<file path="src/rtl/led_stream_decoder_pkg.sv">
// Shared types and constants for the LED stream decoder.
package led_stream_defs;

  localparam int unsigned PIXEL_BITS = 24;
  localparam int unsigned BIT_CNT_W  = 5;
  localparam int unsigned INDEX_W    = 16;

  typedef enum logic [1:0] {
    SYNC,
    IDLE,
    HIGH,
    LOW
  } state_e;

  typedef struct packed {
    logic [7:0] g;
    logic [7:0] r;
    logic [7:0] b;
  } pixel_t;

endpackage

</file>
<file path="src/rtl/led_stream_decoder_input_sync.sv">
// Two-flop synchronizer for the serial LED line with registered edge strobes.
module led_input_sync (
  input  logic clk,
  input  logic rst,
  input  logic led_in,
  output logic level,
  output logic rise,
  output logic fall
);

  logic meta_q;
  logic sync_q;
  logic prev_q;

  // Synchronize the line and flag each transition for exactly one cycle.
  always_ff @(posedge clk) begin
    if (rst) begin
      meta_q <= 1'b0;
      sync_q <= 1'b0;
      prev_q <= 1'b0;
      level  <= 1'b0;
      rise   <= 1'b0;
      fall   <= 1'b0;
    end else begin
      meta_q <= led_in;
      sync_q <= meta_q;
      prev_q <= sync_q;
      level  <= sync_q;
      rise   <= sync_q & ~prev_q;
      fall   <= ~sync_q & prev_q;
    end
  end

endmodule

</file>
<file path="src/rtl/led_stream_decoder.sv">
// Decodes a WS2812-style single-wire stream into 24-bit pixels and frame boundaries.
module led_stream_decoder
  import led_stream_defs::*;
#(
  parameter int unsigned T_MIN_HIGH  = 5,
  parameter int unsigned T_THRESHOLD = 30,
  parameter int unsigned T_MAX_HIGH  = 100,
  parameter int unsigned T_RESET     = 2500,
  parameter int unsigned MAX_PIXELS  = 400
) (
  input  logic                  clk,
  input  logic                  rst,
  input  logic                  led_in,
  output logic [PIXEL_BITS-1:0] pixel_data,
  output logic                  pixel_valid,
  output logic [INDEX_W-1:0]    pixel_index,
  output logic                  frame_done,
  output logic [INDEX_W-1:0]    frame_pixel_count,
  output logic                  error
);

  localparam int unsigned HCW = $clog2(T_MAX_HIGH + 2);
  localparam int unsigned LCW = $clog2(T_RESET + 1);

  logic lvl;
  logic rise;
  logic fall;

  led_input_sync u_sync (
    .clk    (clk),
    .rst    (rst),
    .led_in (led_in),
    .level  (lvl),
    .rise   (rise),
    .fall   (fall)
  );

  state_e                  state_q,  state_nxt;
  logic [HCW-1:0]          high_q,   high_nxt;
  logic [LCW-1:0]          low_q,    low_nxt;
  logic [BIT_CNT_W-1:0]    bit_q,    bit_nxt;
  logic [PIXEL_BITS-1:0]   shift_q,  shift_nxt;
  logic [INDEX_W-1:0]      pcnt_q,   pcnt_nxt;
  pixel_t                  pdata_q,  pdata_nxt;
  logic [INDEX_W-1:0]      pidx_q,   pidx_nxt;
  logic [INDEX_W-1:0]      fcount_q, fcount_nxt;
  logic                    pvalid_q, pvalid_nxt;
  logic                    fdone_q,  fdone_nxt;
  logic                    err_q,    err_nxt;
  logic                    bit_val;
  logic [PIXEL_BITS-1:0]   word;

  // Next-state, counter and strobe logic; everything holds unless a state acts.
  always_comb begin
    state_nxt  = state_q;
    high_nxt   = high_q;
    low_nxt    = low_q;
    bit_nxt    = bit_q;
    shift_nxt  = shift_q;
    pcnt_nxt   = pcnt_q;
    pdata_nxt  = pdata_q;
    pidx_nxt   = pidx_q;
    fcount_nxt = fcount_q;
    pvalid_nxt = 1'b0;
    fdone_nxt  = 1'b0;
    err_nxt    = 1'b0;
    bit_val    = (high_q >= HCW'(T_THRESHOLD));
    word       = {shift_q[PIXEL_BITS-2:0], bit_val};

    case (state_q)
      SYNC: begin
        // Wait for one unbroken latch-length low before trusting the stream.
        if (lvl) begin
          low_nxt = '0;
        end else if (low_q >= LCW'(T_RESET - 1)) begin
          low_nxt   = '0;
          state_nxt = IDLE;
        end else begin
          low_nxt = low_q + LCW'(1);
        end
      end

      IDLE: begin
        if (rise) begin
          high_nxt  = '0;
          state_nxt = HIGH;
        end
      end

      HIGH: begin
        if (high_q > HCW'(T_MAX_HIGH)) begin
          // Stuck-high line: abandon the frame and resynchronize.
          err_nxt   = 1'b1;
          bit_nxt   = '0;
          shift_nxt = '0;
          pcnt_nxt  = '0;
          low_nxt   = '0;
          state_nxt = SYNC;
        end else if (fall) begin
          low_nxt   = '0;
          state_nxt = LOW;
          if (high_q >= HCW'(T_MIN_HIGH)) begin
            shift_nxt = word;
            if (bit_q == BIT_CNT_W'(PIXEL_BITS - 1)) begin
              bit_nxt = '0;
              if (pcnt_q == INDEX_W'(MAX_PIXELS)) begin
                err_nxt = 1'b1;
              end else begin
                pvalid_nxt = 1'b1;
                pdata_nxt  = pixel_t'(word);
                pidx_nxt   = pcnt_q;
                pcnt_nxt   = pcnt_q + INDEX_W'(1);
              end
            end else begin
              bit_nxt = bit_q + BIT_CNT_W'(1);
            end
          end
        end else begin
          high_nxt = high_q + HCW'(1);
        end
      end

      LOW: begin
        if (rise) begin
          high_nxt  = '0;
          state_nxt = HIGH;
        end else if (low_q == LCW'(T_RESET)) begin
          // Latch gap: close the frame, flagging any dangling partial pixel.
          fdone_nxt  = 1'b1;
          fcount_nxt = pcnt_q;
          err_nxt    = (bit_q != '0);
          bit_nxt    = '0;
          shift_nxt  = '0;
          pcnt_nxt   = '0;
          state_nxt  = IDLE;
        end else begin
          low_nxt = low_q + LCW'(1);
        end
      end

      default: state_nxt = SYNC;
    endcase
  end

  // State, datapath and output registers.
  always_ff @(posedge clk) begin
    if (rst) begin
      state_q  <= SYNC;
      high_q   <= '0;
      low_q    <= '0;
      bit_q    <= '0;
      shift_q  <= '0;
      pcnt_q   <= '0;
      pdata_q  <= '0;
      pidx_q   <= '0;
      fcount_q <= '0;
      pvalid_q <= 1'b0;
      fdone_q  <= 1'b0;
      err_q    <= 1'b0;
    end else begin
      state_q  <= state_nxt;
      high_q   <= high_nxt;
      low_q    <= low_nxt;
      bit_q    <= bit_nxt;
      shift_q  <= shift_nxt;
      pcnt_q   <= pcnt_nxt;
      pdata_q  <= pdata_nxt;
      pidx_q   <= pidx_nxt;
      fcount_q <= fcount_nxt;
      pvalid_q <= pvalid_nxt;
      fdone_q  <= fdone_nxt;
      err_q    <= err_nxt;
    end
  end

  assign pixel_data        = pdata_q;
  assign pixel_valid       = pvalid_q;
  assign pixel_index       = pidx_q;
  assign frame_done        = fdone_q;
  assign frame_pixel_count = fcount_q;
  assign error             = err_q;

endmodule

</file>
<file path="config.mk">
export PLATFORM = sky130hd
export DESIGN_NAME = led_stream_decoder
export DESIGN_NICKNAME = d
export VERILOG_FILES = /design/src/rtl/led_stream_decoder_pkg.sv /design/src/rtl/led_stream_decoder_input_sync.sv /design/src/rtl/led_stream_decoder.sv
export SDC_FILE = /design/constraint.sdc
export NUM_CORES = 1
export LEC_CHECK = 0
export ABC_AREA = 1
export CAP_MARGIN = 10
export CORE_ASPECT_RATIO = 1.4
export CORE_MARGIN = 2
export CORE_UTILIZATION = 44
export CTS_BUF_LIST = sky130_fd_sc_hd__clkbuf_2 sky130_fd_sc_hd__clkbuf_4 sky130_fd_sc_hd__clkbuf_8
export CTS_CLUSTER_SIZE = 12
export DETAILED_ROUTE_END_ITERATION = 12
export GPL_ROUTABILITY_DRIVEN = 0
export PLACE_DENSITY = 0.67
export SLEW_MARGIN = 10
export SYNTH_ARGS = -nofsm -noshare
export SYNTH_HDL_FRONTEND = slang
export SYNTH_HIERARCHICAL = 1
export SYNTH_SLANG_ARGS = --single-unit
</file>
<file path="constraint.sdc">
create_clock -name clk -period 1.83 [get_ports clk]
set_input_delay 0.366 -clock clk [delete_from_list [all_inputs] [get_ports clk]]
set_output_delay 0.366 -clock clk [all_outputs]
set_load 0.05 [all_outputs]
</file>
==> flow_summary_export.csv <==
group,metric,value,unit
outcome,status,"finished with violations",
outcome,violations,"negative setup slack",
clock_network,cts_buffers,17,
flow_run,maxCapViolCount,0,
worst_setup_path,crit_type,"register to register",
worst_setup_path,slowest_delay,0.39,ns
placed_design,portBuffers,61,
finish,final_util,56.4,%
clock_network,cts.sinks,129,
die,dieArea,0.0146,mm^2
worst_setup_path,cp.depth,11,
hold_path,hp-class,"register to register",
logic_synthesis,synthTopCellsByCount,"nor2_1, nand2_1, dfxtp_1",
worst_setup_path,crit_family,"simple AND/OR/NAND/NOR gates",
die,core_area,0.0133,mm^2
worst_setup_path,worstPathRequired,2.22,ns
logic_synthesis,synth.avg_cell_area,7.14,um^2
global_route,grt_pass1_wl,24.2,mm
worst_setup_path,rrSetupSlack,-0.05,ns
routing,wl,15.1,mm
clock_network,clockBufferDepth,2,
clock_network,clk_pin_slew_worst_paths,0.09,ns
die,fp.dieH,142,um
timing,finalCritPeriodShare,103,%
timing,finalHoldWorstSlack,0.415,ns
logic_synthesis,yosysMostFrequentCell,"nor2_1",
timing,max_freq,0.531,GHz
clock_network,root_buffer,"clkbuf_8",
die,fp-row-count,50,
finish,area_delta_synth_final,25.5,%
logic_synthesis,synth_cells,839,
logic_synthesis,synthTopCellsByArea,"dfxtp_1, nor2_1, nand2_1",
logic_synthesis,synth.top_cell.area_share,43.1,%
logic_synthesis,yosys_warnings,6,
worst_setup_path,path_cells,"ha_4, nand2_2, nor2_2, nand2_1, inv_2, nand2_4, nor3_4, buf_6, clkbuf_16, o21ai_0, nor2_1",
routing,drcViolationCount,0,
global_route,antenna_found_initial,0,
clock_network,cts_tree,"built",
routing,wl_per_cell,13.2,um
finish,num-nets-final,959,
worst_setup_path,crit_slowest_cell,"nor3_4",
worst_setup_path,cp.arrival,2.28,ns
timing,slew_violations,0,
logic_synthesis,synth_nets,851,
logic_synthesis,synth_enable_flop_cells,0,
finish,drive_above_1_share,26.0,%
worst_setup_path,critPathBufInv,3,
global_route,grt_start_max_net_pins,41,
placed_design,hpwl,10.2,mm
timing,rsz0062_at_grt,"yes",
logic_synthesis,synthFlopType,"dfxtp_1",
timing,clock_skew,0.0176,ns
routing,vias_per_cell,4.96,
global_route,grtUsageTotal,20.8,%
logic_synthesis,yosysTopAreaCell,"dfxtp_1",
finish,nFillCells,1279,
pwr,ir_drop,397,uV
worst_setup_path,reg2reg_from,"bit_q[1]",
logic_synthesis,yosysSeqAreaShare,43.1,%
finish,antenna_cells,0,
logic_synthesis,ys_seq_elements,129,
routing,ant_nets,0,
die,ioPinCount,62,
logic_synthesis,synthArstFlopShare,0,%
worst_setup_path,timing.rr.end,"pixel_index[5]",
timing,fin_ws,-0.0538,ns
worst_setup_path,critPathCaptureType,"register",
logic_synthesis,netlist_area,0.00599,mm^2
clock_network,clk_latency,0.45,ns
logic_synthesis,yosysUniqueCellTypes,37,
timing,setup_violations,21,
worst_setup_path,critPathLaunch,"bit_q[1]",
worst_setup_path,rr_worst_depth,11,
die,start_util,44.9,%
die,die_x,103,um
routing,vias,5660,
worst_setup_path,start_kind,"register",
timing,fin_crit,1.88,ns
clock_network,htreeDepth,4,
timing,maxSlewHeadroom,67.7,%
pwr,powerDensity,699,mW/mm^2
timing,worstMarginPinSlew,0.487,ns
pwr,cellLeakagePower,3.33,nW
global_route,overflow,0,
worst_setup_path,path_max_fanout,8,
worst_setup_path,crit_end,"pixel_index[5]",
routing,initialDrtViolationCount,228,
timing,finalHoldViolCount,0,
routing,drt_first_pass_iters,7,
global_route,grt_pass1_vias,5258,
## cells by family after synthesis
kind of cell,Yosys count,share of synthesized area [%]
xor+xnor,1,0.146
flops,129,43.1
fa+ha+maj,9,1.88
compound gates,147,12.6
buf+inv,113,8.84
simple gates,440,33.4
## worst reg2reg max path, cell delays in order, from the launching register on
cell       delay [ns]
dfxtp_2          0.36
ha_4             0.14
nand2_2          0.06
nor2_2           0.12
nand2_1          0.09
inv_2            0.09
nand2_4          0.06
nor3_4           0.39
buf_6            0.19
clkbuf_16        0.15
o21ai_0          0.07
nor2_1           0.10
## metrics by stage
step	area (um^2)	cells	setup TNS [ns]	setup WS (ns)	power [W]
floorplan	5990	839	0	0.0249	0.00296
global placement	6910	1100	0	0.105	0.00300
detailed placement	6910	1100	0	0.0370	0.00300
CTS	7280	1132	0	0.0153	0.00530
global route	7510	1142	-5.64	-0.178	0.00544
finish	7510	1142	-0.477	-0.0538	0.00525
## worst min path at each step
stage,from,end,slack (ns),cells past startpoint
6_report,u_sync/meta_q,u_sync/sync_q,0.41,2
5_1_grt,u_sync/meta_q,u_sync/sync_q,0.42,2
4_1_cts,led_in,u_sync/meta_q,0.42,3
3_5_place_dp,u_sync/meta_q,u_sync/sync_q,0.40,2
3_3_place_gp,u_sync/meta_q,u_sync/sync_q,0.39,2
2_1_floorplan,u_sync/meta_q,u_sync/sync_q,0.39,2
## area by class of cell
class	count	area, um^2	share of cell area, %
Tap cell	182	228	3.03
Timing Repair Buffer	124	1050	14.0
Sequential cell	129	2590	34.4
Inverter	76	315	4.20
Clock buffer	17	234	3.11
Multi-Input combinational cell	597	2940	39.2
Clock inverter	15	136	1.81
Timing Repair inverter	2	20.0	0.266
## state kept, by name, indices dropped and copies added (netlist names), 2 cells and up
| name | flops |
|---|---|
| shift_q | 23 |
| pixel_data | 24 |
| high_q | 7 |
| low_q | 12 |
| state_q | 2 |
| bit_q | 5 |
| pcnt_q | 16 |
| pixel_index | 16 |
| frame_pixel_count | 16 |
## layout by cell type (no fill, tap or decap), types with 6 or more instances in the layout
cell      Yosys  routed
ha_1          9       8
nand3_1      64      64
nand2_1     145     139
buf_12        0       6
nand2_2       9      13
clkbuf_8      0      17
nor2_1      148     144
nor2_2       43      45
inv_1        69      65
nand4_1      12      12
o21ai_1      14      14
inv_2         5       8
a21oi_1      62      62
inv_8         0       6
inv_6         0       7
dfxtp_1     129     124
o21ai_0      63      60
buf_4         5     109
## layer usage
metal,part of all wire (%),routed length [um],GRT usage (%),vias to the layer above
met3,3.5,530,3.63,32
met1,42,6340,24.1,2597
li1,-,-,-,2912
met5,0,0,0,-
met4,2.8,428,8.91,0
met2,52,7780,37.0,119
## repair_timing
action	in CTS	in global routing
resized for setup	1	44
endpoints found under the setup margin	1	103
setup buffers	0	6
gates cloned	0	4
pin swaps	0	11
hold buffers	0	0
## report_power, final
part / internal (W) / total [W] / switching (W) / leakage, nW
Sequential: 0.00281 / 0.00282 / 0.00000789 / 1.04
Clock: 0.00100 / 0.00232 / 0.00132 / 0.184
Combinational: 0.0000396 / 0.000112 / 0.0000726 / 2.10
Total: 0.00385 / 0.00525 / 0.00140 / 3.33
No activity file was read; power rests on OpenSTA's default activity.
